$ cat src/rtl/riscv_ctrl_pkg.sv
// rtl/riscv_ctrl_pkg.sv - shared encodings for the multicycle RISC-V control unit
package riscv_ctrl_pkg;

    typedef enum logic [3:0] {
        S_FETCH, S_DECODE, S_MEMADR, S_MEMREAD, S_MEMWB, S_MEMWRITE,
        S_EXECUTER, S_EXECUTEI, S_ALUWB, S_BEQ, S_JAL, S_HALT
    } state_t;

    localparam logic [6:0] OP_LW  = 7'b0000011;
    localparam logic [6:0] OP_SW  = 7'b0100011;
    localparam logic [6:0] OP_R   = 7'b0110011;
    localparam logic [6:0] OP_I   = 7'b0010011;
    localparam logic [6:0] OP_BEQ = 7'b1100011;
    localparam logic [6:0] OP_JAL = 7'b1101111;

    // ALU operation codes, also decoded by the ALU itself
    localparam logic [2:0] ALU_ADD = 3'b000;
    localparam logic [2:0] ALU_SUB = 3'b001;
    localparam logic [2:0] ALU_AND = 3'b010;
    localparam logic [2:0] ALU_OR  = 3'b011;

    localparam logic [1:0] ALUOP_ADD   = 2'b00;
    localparam logic [1:0] ALUOP_SUB   = 2'b01;
    localparam logic [1:0] ALUOP_FUNCT = 2'b10;

    localparam logic [1:0] SRCA_PC    = 2'b00;
    localparam logic [1:0] SRCA_OLDPC = 2'b01;
    localparam logic [1:0] SRCA_RS1   = 2'b10;

    localparam logic [1:0] SRCB_RS2  = 2'b00;
    localparam logic [1:0] SRCB_IMM  = 2'b01;
    localparam logic [1:0] SRCB_FOUR = 2'b10;

    localparam logic [1:0] RES_ALUOUT    = 2'b00;
    localparam logic [1:0] RES_DATA      = 2'b01;
    localparam logic [1:0] RES_ALURESULT = 2'b10;

    localparam logic [1:0] IMM_I = 2'b00;
    localparam logic [1:0] IMM_S = 2'b01;
    localparam logic [1:0] IMM_B = 2'b10;
    localparam logic [1:0] IMM_J = 2'b11;

    function automatic logic [1:0] imm_src(input logic [6:0] op);
        case (op)
            OP_SW:   return IMM_S;
            OP_BEQ:  return IMM_B;
            OP_JAL:  return IMM_J;
            default: return IMM_I;
        endcase
    endfunction

endpackage

$ cat src/rtl/alu_dec.sv
// rtl/alu_dec.sv - ALUOp/funct decode to ALU control plus unsupported-funct flag
module alu_dec
    import riscv_ctrl_pkg::*;
(
    input  logic [1:0] alu_op,
    input  logic [2:0] funct3,
    input  logic       funct7b5,
    input  logic       op5,
    output logic [2:0] alu_control,
    output logic       funct_illegal
);

    always_comb begin
        funct_illegal = 1'b0;
        alu_control   = ALU_ADD;
        case (funct3)
            3'b000, 3'b110, 3'b111: funct_illegal = 1'b0;
            default:                funct_illegal = 1'b1;
        endcase
        // only R-type uses funct7b5, and only to select SUB
        if (op5 && funct7b5 && (funct3 != 3'b000))
            funct_illegal = 1'b1;

        case (alu_op)
            ALUOP_SUB: alu_control = ALU_SUB;
            ALUOP_FUNCT: begin
                case (funct3)
                    3'b000:  alu_control = (op5 && funct7b5) ? ALU_SUB : ALU_ADD;
                    3'b111:  alu_control = ALU_AND;
                    3'b110:  alu_control = ALU_OR;
                    default: alu_control = ALU_ADD;
                endcase
            end
            default: alu_control = ALU_ADD;
        endcase
    end

endmodule

$ cat src/rtl/mc_controller.sv
// rtl/mc_controller.sv - multicycle RISC-V control FSM driving the datapath enables and ALU selects
module mc_controller
    import riscv_ctrl_pkg::*;
#(
    parameter bit ILLEGAL_HALT = 1'b0
) (
    input  logic       clk,
    input  logic       reset_n,
    input  logic [6:0] op,
    input  logic [2:0] funct3,
    input  logic       funct7b5,
    input  logic       Zero,
    output logic [2:0] ALUControl,
    output logic [1:0] ALUSrcA,
    output logic [1:0] ALUSrcB,
    output logic [1:0] ResultSrc,
    output logic [1:0] ImmSrc,
    output logic       AdrSrc,
    output logic       IRWrite,
    output logic       PCWrite,
    output logic       RegWrite,
    output logic       MemWrite,
    output logic       illegal_instr,
    output logic       halted
);

    state_t     state_q, state_d;
    logic       illegal_q, illegal_d;
    logic [1:0] alu_op;
    logic       funct_illegal, instr_illegal;
    logic       ir_we, pc_we, reg_we, mem_we;

    alu_dec u_alu_dec (
        .alu_op        (alu_op),
        .funct3        (funct3),
        .funct7b5      (funct7b5),
        .op5           (op[5]),
        .alu_control   (ALUControl),
        .funct_illegal (funct_illegal)
    );

    always_ff @(posedge clk or negedge reset_n) begin
        if (!reset_n) begin
            state_q   <= S_FETCH;
            illegal_q <= 1'b0;
        end else begin
            state_q   <= state_d;
            illegal_q <= illegal_d;
        end
    end

    always_comb begin
        instr_illegal = 1'b1;
        case (op)
            OP_LW, OP_SW, OP_BEQ, OP_JAL: instr_illegal = 1'b0;
            OP_R, OP_I:                   instr_illegal = funct_illegal;
            default:                      instr_illegal = 1'b1;
        endcase
    end

    always_comb begin
        state_d   = state_q;
        illegal_d = 1'b0;
        case (state_q)
            S_FETCH: state_d = S_DECODE;
            S_DECODE: begin
                if (instr_illegal) begin
                    illegal_d = 1'b1;
                    state_d   = ILLEGAL_HALT ? S_HALT : S_FETCH;
                end else begin
                    case (op)
                        OP_LW, OP_SW: state_d = S_MEMADR;
                        OP_R:         state_d = S_EXECUTER;
                        OP_I:         state_d = S_EXECUTEI;
                        OP_BEQ:       state_d = S_BEQ;
                        default:      state_d = S_JAL;
                    endcase
                end
            end
            S_MEMADR:   state_d = (op == OP_LW) ? S_MEMREAD : S_MEMWRITE;
            S_MEMREAD:  state_d = S_MEMWB;
            S_MEMWB:    state_d = S_FETCH;
            S_MEMWRITE: state_d = S_FETCH;
            S_EXECUTER: state_d = S_ALUWB;
            S_EXECUTEI: state_d = S_ALUWB;
            S_ALUWB:    state_d = S_FETCH;
            S_BEQ:      state_d = S_FETCH;
            S_JAL:      state_d = S_ALUWB;
            S_HALT:     state_d = S_HALT;
            default:    state_d = S_FETCH;
        endcase
    end

    always_comb begin
        alu_op    = ALUOP_ADD;
        ALUSrcA   = SRCA_PC;
        ALUSrcB   = SRCB_RS2;
        ResultSrc = RES_ALUOUT;
        AdrSrc    = 1'b0;
        ir_we     = 1'b0;
        pc_we     = 1'b0;
        reg_we    = 1'b0;
        mem_we    = 1'b0;
        case (state_q)
            S_FETCH: begin
                ALUSrcB   = SRCB_FOUR;
                ResultSrc = RES_ALURESULT;
                ir_we     = 1'b1;
                pc_we     = 1'b1;
            end
            S_DECODE: begin
                ALUSrcA = SRCA_OLDPC;
                ALUSrcB = SRCB_IMM;
            end
            S_MEMADR: begin
                ALUSrcA = SRCA_RS1;
                ALUSrcB = SRCB_IMM;
            end
            S_MEMREAD:  AdrSrc = 1'b1;
            S_MEMWB: begin
                ResultSrc = RES_DATA;
                reg_we    = 1'b1;
            end
            S_MEMWRITE: begin
                AdrSrc = 1'b1;
                mem_we = 1'b1;
            end
            S_EXECUTER: begin
                ALUSrcA = SRCA_RS1;
                alu_op  = ALUOP_FUNCT;
            end
            S_EXECUTEI: begin
                ALUSrcA = SRCA_RS1;
                ALUSrcB = SRCB_IMM;
                alu_op  = ALUOP_FUNCT;
            end
            S_ALUWB:    reg_we = 1'b1;
            S_BEQ: begin
                ALUSrcA = SRCA_RS1;
                alu_op  = ALUOP_SUB;
                pc_we   = Zero;
            end
            S_JAL: begin
                ALUSrcA = SRCA_OLDPC;
                ALUSrcB = SRCB_FOUR;
                pc_we   = 1'b1;
            end
            default: ;
        endcase
    end

    // Write enables are gated directly by reset so they drop without waiting for a clock
    assign IRWrite       = ir_we  & reset_n;
    assign PCWrite       = pc_we  & reset_n;
    assign RegWrite      = reg_we & reset_n;
    assign MemWrite      = mem_we & reset_n;
    assign ImmSrc        = imm_src(op);
    assign illegal_instr = illegal_q;
    assign halted        = (state_q == S_HALT);

endmodule

$ cat config.mk
export PLATFORM = sky130hd
export DESIGN_NAME = mc_controller
export DESIGN_NICKNAME = d
export VERILOG_FILES = /design/src/rtl/riscv_ctrl_pkg.sv /design/src/rtl/alu_dec.sv /design/src/rtl/mc_controller.sv
export SDC_FILE = /design/constraint.sdc
export NUM_CORES = 1
export LEC_CHECK = 0
export ABC_AREA = 1
export BUFFER_PORTS_ARGS = -buffer_cell sky130_fd_sc_hd__buf_2
export CORE_MARGIN = 8
export CORE_UTILIZATION = 47
export DETAILED_ROUTE_END_ITERATION = 16
export PLACE_DENSITY = 0.82
export SLEW_MARGIN = 10
export SYNTH_ARGS = -nofsm -noshare
export SYNTH_HDL_FRONTEND = slang
export SYNTH_SLANG_ARGS = --single-unit
$ cat constraint.sdc
create_clock -name clk -period 2.65 [get_ports clk]
set_input_delay 0.1325 -clock clk [delete_from_list [all_inputs] [get_ports clk]]
set_output_delay 0.1325 -clock clk [all_outputs]
set_load 0.03 [all_outputs]
==> results of run 1 <==
synth_stat cells, drive strengths merged:
master  number  area share (%)
ha           2             4.0
clkinv       1            0.80
a21oi        5             4.0
o21ai        1            0.80
conb         1            0.60
buf          1             1.2
inv         26              16
nand3       12              14
nand2       21              14
dfrtp        5              20
o211ai       1             1.2
nor3         1            0.80
o31ai        1             1.2
nand4        3             3.0
nor2        21              16
o22ai        1             2.0
worst reg2reg max path, cell delays in order, from the launching register on:
cell     delay, ns
dfrtp_1       0.40
nor2_2        0.16
inv_2         0.09
nor2_2        0.11
inv_2         0.06
nor2_1        0.10
nor2_1        0.05
nand2_1       0.07
power groups by stage:
| stage | logic [mW] | clock network [mW] | registers, mW |
|---|---|---|---|
| 2_1_floorplan | 0.215 | 0 | 0.121 |
| 3_3_place_gp | 0.313 | 0 | 0.107 |
| 3_5_place_dp | 0.318 | 0 | 0.109 |
| 4_1_cts | 0.320 | 0.0904 | 0.108 |
| 5_1_grt | 0.345 | 0.100 | 0.110 |
| 6_report | 0.316 | 0.0891 | 0.108 |
worst min path at each step:
stage | from | slack (ns) | endpoint
global route | reset_n | 0.25 | state_q[3]
global placement | reset_n | -0.04 | state_q[3]
floorplan | reset_n | -0.16 | illegal_instr
finish | reset_n | 0.24 | state_q[3]
detailed placement | reset_n | -0.04 | state_q[3]
CTS | reset_n | 0.24 | state_q[3]
per-layer routing:
metal	track usage [%]	up-vias	wire, µm
li1	-	383	-
met1	13.2	310	646
met2	24.1	22	869
met3	3.98	0	138
met4	1.29	0	0
met5	0	-	0
registers in the layout, summed over array words and instances (netlist names):
register / count
state_q: 4
illegal_instr: 1
cells by family after synthesis:
| group | after synthesis |
|---|---|
| AND/OR/NAND/NOR | 58 |
| buffers and inverters | 28 |
| AO/OA/AOI/OAI | 9 |
| flip-flops | 5 |
| adder cells (fa/ha/maj) | 2 |
| other | 1 |
cell type report:
class / instances / area (µm²)
Inverter: 27 / 103
Tap cell: 15 / 18.8
Fill cell: 134 / 448
Timing Repair Buffer: 31 / 160
Multi-Input combinational cell: 70 / 388
Sequential cell: 5 / 125
Clock buffer: 4 / 26.3
==> out/summary.txt, run 1 <==
status: complete, no violations
Clock Path Buffers: 2
worst clock skew: 0.00890 ns
Psw: 275 µW
Worst-path clk slew: 0.05 ns
total clock buffers created by CTS: 3
Root Driver: clkbuf_4
Final setup viols: 0
average routed wire per standard cell: 10.9 µm
# Post-CTS Setup Buffers: 0
RR Startpoint: state_q[3]
Synth Area in XOR/XNOR: 0%
port bufs: 30
TNS Setup: 0 ns
core area: 1270 µm²
clock share of power: 17.4%
Sink Count: 5
CP top delay family: simple AND/OR/NAND/NOR gates
DP Wirelength: 1470 µm
# diodes: 0
Synth Instances: 103
Cell Count, Final, Fillers Out: 152
Top Ports: 32
CP Capture Point: ALUControl[0]
DR pass1 iterations: 5
CP required: 2.52 ns
Yosys reg bits: 5
Cell variety after synth: 22
Nets: 154
cell count of the worst reg-to-reg path: 7
final antenna-violating net count: 0
vias in the first global route: 683
Yosys warning total: 0
Crit Path Class: flip-flop to output port
Worst Setup Start Kind: flip-flop
Mapped Avg Cell Area: 6.05 µm²
final core occ: 64.7%
commonest cells after routing, fill and taps aside: 30 x buf_2, 21 x inv_1, 17 x nand2_1
post-synthesis adder-cell area fraction: 4.02%
vias: 715
Hold WS: 0.241 ns
PwrDens: 625 nW/µm²
CTS tree: built
placed cells: 147
Comb power frac: 61.6%
Max Cap Violations: 0
initial antenna violation count: 0
endpoints failing hold: 0
crit path from: state_q[3]
Placement Cell Area: 785 µm²
Fmax: 541 MHz
syn nets: 119
CP dominant cell by count: nor2_1
Die H: 52.4 µm
CP Buf/Inv Count: 3
DR iter-0 viols: 9
max incr delay on CP: 0.40 ns
pre-CTS WS: 1.05 ns
Final Max Tran Viols: 0
remaining global-route overflow: 0
die area: 2750 µm²
LEAKAGE: 0.494 nW
Post-Synth Simple-Gate Area: 48.4%
most common cell after layout, fill and taps aside: buf_2
area delta synth->final: 31.7%
layout cells sized above 1: 40.1%
VDD IR max: 0.000296 V
CP max FO: 3
Seq/Total Area, Yosys: 20.1%
Net Sw Frac: 53.5%
H-tree lvl count: 1
overall routing resource usage: 12.6%
post-route minimum period: 1.85 ns
largest net degree at the start of global routing: 7
Die Wd: 52.4 µm
Synth Area in Compound Gates: 9.24%
CP max-delay cell: dfrtp_1
min-delay worst type: input pin to asynchronous set/reset pin
total chip power: 513 µW
reg2reg setup slack: 1.53 ns
Initial Util: 49.1%
final period utilization: 69.8%
post-route setup slack: 0.800 ns
post-synthesis instance area: 623 µm²
RSZ-0062 raised after global routing: false
critical path capture point type: output port
largest family of logic cells by synthesized area: simple AND/OR/NAND/NOR gates
CP Depth: 7
DRC: 0
mux cell area share after synthesis: 0%
placer's final routability congestion estimate: 0.781
crit path DAT: 1.72 ns
CP Cell Sequence: nor2_1 -> inv_2 -> nor2_2 -> inv_1 -> ha_1 -> nor2_1 -> buf_2
first-pass GRT wire length: 2830 µm
Skew-Pair Late Insertion Delay: 0.24 ns
Seq pwr share: 21.0%
Pint: 238 µW
routed vias/inst: 4.70
Hold-fix buffers, CTS: 1
Total Routed Length: 1650 µm
CTS resizes: 0
row count: 13
worst reg2reg endpoint: state_q[1]
Final Cell Area: 821 µm²
Power figures use the tool's default switching activity.
==> run 2, diff against run 1 <==
- CORE_UTILIZATION: 47 -> 39
- PLACE_DENSITY: 0.82 -> 0.73
- clock period: 2.65 -> 1.6 ns (I/O delays scaled with it)
==> run 2 against run 1 <==
Compared with the run above: the run now ends with negative setup slack left; via count grew 8.5%; first-iteration DRC count grew 33%; non-clock buffer count grew 11; combinational power grew 110%; worst hold slack lost 0.044 ns; core utilization shrank 0.66 points; critical endpoint unchanged; largest power group unchanged.
==> out/summary.txt, run 2 (same netlist as run 1, synthesis figures left out) <==
status: finished, violations left (was complete, no violations)
failing checks: negative setup slack
port bufs: 30 (unchanged)
Worst Setup Start Kind: flip-flop (unchanged)
VDD IR max: 0.000492 V (was 0.000296 V)
remaining global-route overflow: 0 (unchanged)
crit path from: state_q[3] (unchanged)
crit path DAT: 1.53 ns (was 1.72 ns)
Die H: 56.0 µm (was 52.4 µm)
vias: 776 (was 715)
final antenna-violating net count: 0 (unchanged)
core area: 1510 µm² (was 1270 µm²)
Total Routed Length: 1860 µm (was 1650 µm)
overall routing resource usage: 10.8% (was 12.6%)
Worst-path clk slew: 0.05 ns (about the same)
post-route setup slack: -0.00786 ns (was 0.800 ns)
Reg with most FFs: state_q (unchanged)
fillcell total: 134 (unchanged)
Fmax: 622 MHz
vias in the first global route: 737 (was 683)
Clock Path Buffers: 2 (unchanged)
DP Wirelength: 1440 µm (was 1470 µm)
die area: 3130 µm² (was 2750 µm²)
Nets: 165 (was 154)
Skew-Pair Late Insertion Delay: 0.24 ns (about the same)
DRC: 0 (unchanged)
endpoints failing hold: 0 (unchanged)
Largest register FFs: 4 (unchanged)
placed cells: 148 (was 147)
CP required: 1.52 ns (was 2.52 ns)
critical path capture point type: output port (unchanged)
commonest cells after routing, fill and taps aside: 25 x buf_2, 18 x inv_1, 16 x nand2_1 (was 30 x buf_2, 21 x inv_1, 17 x nand2_1)
largest net degree at the start of global routing: 7 (unchanged)
LEAKAGE: 0.557 nW (was 0.494 nW)
initial antenna violation count: 0 (unchanged)
worst clock skew: 0.00587 ns (was 0.00890 ns)
average routed wire per standard cell: 11.3 µm (was 10.9 µm)
Crit Path Class: flip-flop to output port (unchanged)
TNS Setup: -0.0123 ns (was 0 ns)
DR pass1 iterations: 4 (was 5)
H-tree lvl count: 1 (unchanged)
# diodes: 0 (unchanged)
final period utilization: 100%
RSZ-0062 raised after global routing: true (was false)
Hold WS: 0.197 ns (was 0.241 ns)
min-delay worst type: input pin to asynchronous set/reset pin (unchanged)
area delta synth->final: 54.8% (was 31.7%)
Initial Util: 41.4% (was 49.1%)
total chip power: 976 µW (was 513 µW)
Die Wd: 56.0 µm (was 52.4 µm)
most common cell after layout, fill and taps aside: buf_2 (unchanged)
PwrDens: 1010 nW/µm² (was 625 nW/µm²)
post-route minimum period: 1.61 ns
Final setup viols: 2 (was 0)
final core occ: 64.0% (was 64.7%)
Top Ports: 32 (unchanged)
CP max FO: 3 (unchanged)
layout cells sized above 1: 51.4% (was 40.1%)
Sink Count: 5 (unchanged)
CTS tree: built (unchanged)
Cell Count, Final, Fillers Out: 164 (was 152)
DR iter-0 viols: 12 (was 9)
RR Startpoint: state_q[3] (unchanged)
Max Cap Violations: 0 (unchanged)
row count: 14 (was 13)
first-pass GRT wire length: 2900 µm (was 2830 µm)
placer's final routability congestion estimate: 0.891 (was 0.781)
total clock buffers created by CTS: 3 (unchanged)
routed vias/inst: 4.73 (was 4.70)
Root Driver: clkbuf_4 (unchanged)
Final Max Tran Viols: 0 (unchanged)
## run 2: cell count changes in the layout (fill, tap and decap cells not counted), sizes merged
| cell | before | now |
|---|---|---|
| buf | 30 | 41 |
## run 2: worst max-delay path: stages, from the launching register on
cell	delay (ns)
dfrtp_1	0.42
nor2_2	0.16
inv_2	0.07
nor2_4	0.12
inv_2	0.06
ha_4	0.21
nor2_2	0.12
buf_6	0.14
## run 2: where the power goes
| group | switching [mW] | leakage (nW) | internal (mW) |
|---|---|---|---|
| logic | 0.431 | 0.477 | 0.232 |
| clock network | 0.0476 | 0.0150 | 0.0940 |
| registers | 0.0168 | 0.0655 | 0.154 |
## run 2: final timing paths
check / endpoint / slack (ns) / depth (start not counted)
worst min-delay path: state_q[1] / 0.20 / 2
worst max register to register: state_q[2] / 0.26 / 7
min in group clk: state_q[2] / 0.22 / 3
worst min register to register: state_q[0] / 0.69 / 3
worst max-delay path: ALUControl[0] / -0.008 / 7
max in group asynchronous: state_q[2] / 1.25 / 2
## run 2: per-layer routing
metal  routed length (µm)  up-vias  GRT usage (%)
met1                  762      340           11.2
met3                  113        4           4.34
li1                     -      407              -
met2                  943       25           18.2
met4                   38        0           5.84
met5                    0        -              0
## run 2: cell type report
class,instances,area (µm²),share of cell area (%)
Clock buffer,4,26.3,2.72
Timing Repair Buffer,42,259,26.8
Sequential cell,5,125,13.0
Inverter,27,103,10.6
Tap cell,16,20.0,2.08
Multi-Input combinational cell,70,432,44.7
## run 2: repair_timing
action,CTS,global route
setup endpoints to repair,2,4
hold buffers,1,0
gates resized for setup,4,19
pin swaps,3,6
endpoints found under the hold margin,5,0
buffers inserted,4,7
## run 2: stage by stage
| step | cell area [µm²] | setup slack (ns) |
|---|---|---|
| after floorplan | 623 | 0.0651 |
| after global placement | 786 | 0.115 |
| after detailed placement | 786 | 0.0754 |
| after CTS | 865 | -0.0496 |
| after global routing | 965 | -0.0890 |
| final | 965 | -0.00786 |
==> run 3, diff against run 2 <==
- RECOVER_POWER: not set -> 100
- SETUP_SLACK_MARGIN: not set -> 0.2
==> run 3 against run 2 <==
Compared with the run above: the flow now finishes without violations; sequential power grew 2%; final cell count shrank 1.8%; wire length grew 3.4%; non-clock buffer count shrank 3; sequential share of layout area shrank 0.64 points; critical path depth grew 2; register-to-register slack gained 0.17 ns; setup slack gained 0.038 ns; core utilization grew 3.3 points; design area grew 5.2%; via count shrank 0.77%; power grew 0.72%.
==> out/summary.txt, run 3 (same netlist as run 1, synthesis figures left out) <==
Seq pwr share: 17.8% (was 17.5%)
commonest cells after routing, fill and taps aside: 18 x inv_1, 15 x nand2_1, 14 x buf_4 (was 25 x buf_2, 18 x inv_1, 16 x nand2_1)
Psw: 502 µW (was 496 µW)
routed vias/inst: 4.78 (was 4.73)
status: complete, no violations (was finished, violations left)
Reg with most FFs: state_q (unchanged)
Nets: 162 (was 165)
Net Sw Frac: 51.1% (was 50.8%)
Fmax: 637 MHz (was 622 MHz)
layout cells sized above 1: 51.7% (was 51.4%)
area delta synth->final: 62.9% (was 54.8%)
Worst Setup Start Kind: flip-flop (unchanged)
CTS tree: built (unchanged)
overall routing resource usage: 11.6% (was 10.8%)
Placement Cell Area: 801 µm² (was 786 µm²)
min-delay worst type: input pin to flip-flop (was input pin to asynchronous set/reset pin)
remaining global-route overflow: 0 (unchanged)
Final Cell Area: 1010 µm² (was 965 µm²)
Final setup viols: 0 (was 2)
worst clock skew: 0.00198 ns (was 0.00587 ns)
crit path DAT: 1.49 ns (was 1.53 ns)
Skew-Pair Late Insertion Delay: 0.23 ns (was 0.24 ns)
initial antenna violation count: 0 (unchanged)
Final Max Tran Viols: 0 (unchanged)
Root Driver: clkbuf_4 (unchanged)
CP max FO: 3 (unchanged)
Crit Path Class: flip-flop to output port (unchanged)
total clock buffers created by CTS: 3 (unchanged)
PwrDens: 969 nW/µm² (was 1010 nW/µm²)
final core occ: 67.4% (was 64.0%)
placed cells: 149 (was 148)
largest net degree at the start of global routing: 7 (unchanged)
placer's final routability congestion estimate: 0.897 (was 0.891)
final period utilization: 98.1% (was 100%)
Max Cap Violations: 0 (unchanged)
DRC: 0 (unchanged)
Clock Path Buffers: 2 (unchanged)
CP required: 1.52 ns (about the same)
clock share of power: 14.1% (was 14.5%)
vias: 770 (was 776)
RSZ-0062 raised after global routing: true (unchanged)
post-route minimum period: 1.57 ns (was 1.61 ns)
H-tree lvl count: 1 (unchanged)
Die H: 56.0 µm (unchanged)
Die Wd: 56.0 µm (unchanged)
first-pass GRT wire length: 3190 µm (was 2900 µm)
VDD IR max: 0.000527 V (was 0.000492 V)
DP Wirelength: 1430 µm (was 1440 µm)
Largest register FFs: 4 (unchanged)
die area: 3130 µm² (unchanged)
Total Routed Length: 1920 µm (was 1860 µm)
DR iter-0 viols: 14 (was 12)
LEAKAGE: 0.534 nW (was 0.557 nW)
average routed wire per standard cell: 11.9 µm (was 11.3 µm)
Initial Util: 41.4% (unchanged)
Comb power frac: 68.1% (was 68.0%)
Pint: 481 µW (was 480 µW)
Worst-path clk slew: 0.04 ns (was 0.05 ns)
core area: 1510 µm² (unchanged)
Sink Count: 5 (unchanged)
row count: 14 (unchanged)
port bufs: 30 (unchanged)
DR pass1 iterations: 4 (unchanged)
Cell Count, Final, Fillers Out: 161 (was 164)
# diodes: 0 (unchanged)
final antenna-violating net count: 0 (unchanged)
Top Ports: 32 (unchanged)
vias in the first global route: 762 (was 737)
most common cell after layout, fill and taps aside: inv_1 (was buf_2)
critical path capture point type: output port (unchanged)
endpoints failing hold: 0 (unchanged)
## run 3: cell count changes in the layout (fill, tap and decap cells not counted), sizes merged
| cell | delta |
|---|---|
| buf | -8 |
| clkbuf | +5 |
## run 3: power groups by stage
stage,logic (mW),registers [mW],clock network (mW)
floorplan,0.360,0.201,0
global placement,0.524,0.178,0
detailed placement,0.531,0.179,0
CTS,0.612,0.169,0.143
global route,0.717,0.176,0.157
finish,0.669,0.175,0.139
## run 3: path summary, 6_finish.rpt
path                            cells after the start  startpoint  slack (ns)            end
worst max register to register                      5  state_q[3]        0.43  illegal_instr
max in group asynchronous                           2     reset_n        1.13     state_q[2]
worst max-delay path                                9  state_q[2]        0.03  ALUControl[0]
worst min register to register                      3  state_q[2]        0.71     state_q[0]
min in group asynchronous                           2     reset_n        0.24     state_q[3]
worst min-delay path                                3       op[4]        0.21     state_q[2]
## run 3: area by class of cell
class	count	area (µm²)
fillers	127	492
multi-input cells	70	470
repair buffers	39	270
flip-flops and latches	5	125
inverters	27	103
clock buffers	4	26.3
well taps	16	20.0
## run 3: repair_timing
item                                    CTS  global route
gates cloned                              0             0
hold endpoints to repair                  5             0
setup buffers                             6             1
resized for setup                        24            20
pin swaps                                 5             3
endpoints found under the setup margin    7            13
hold buffers                              1             0
## run 3: through the flow
stage          setup TNS [ns]  total power [mW]  setup WS (ns)  hold WS (ns)
2_1_floorplan               0             0.561          0.179        -0.216
3_3_place_gp                0             0.702          0.163       -0.0974
3_5_place_dp                0             0.710         0.0988       -0.0952
4_1_cts                     0             0.924         0.0574         0.192
5_1_grt                -0.140              1.05        -0.0456         0.220
6_report                    0             0.983         0.0303         0.211
## run 3: critical path: stages, from the launching register on
cell	delay, ns
dfrtp_1	0.37
inv_2	0.07
nor2_4	0.12
inv_2	0.06
nor2_4	0.12
inv_2	0.07
ha_4	0.15
a21oi_2	0.10
nor2_2	0.06
buf_6	0.13
## run 3: metal layers
layer	wire length (µm)	global-route usage [%]	up-vias
li1	-	-	400
met1	761	11.4	350
met2	1040	21.9	20
met3	123	4.57	0
met4	0	2.75	0
met5	0	0	-
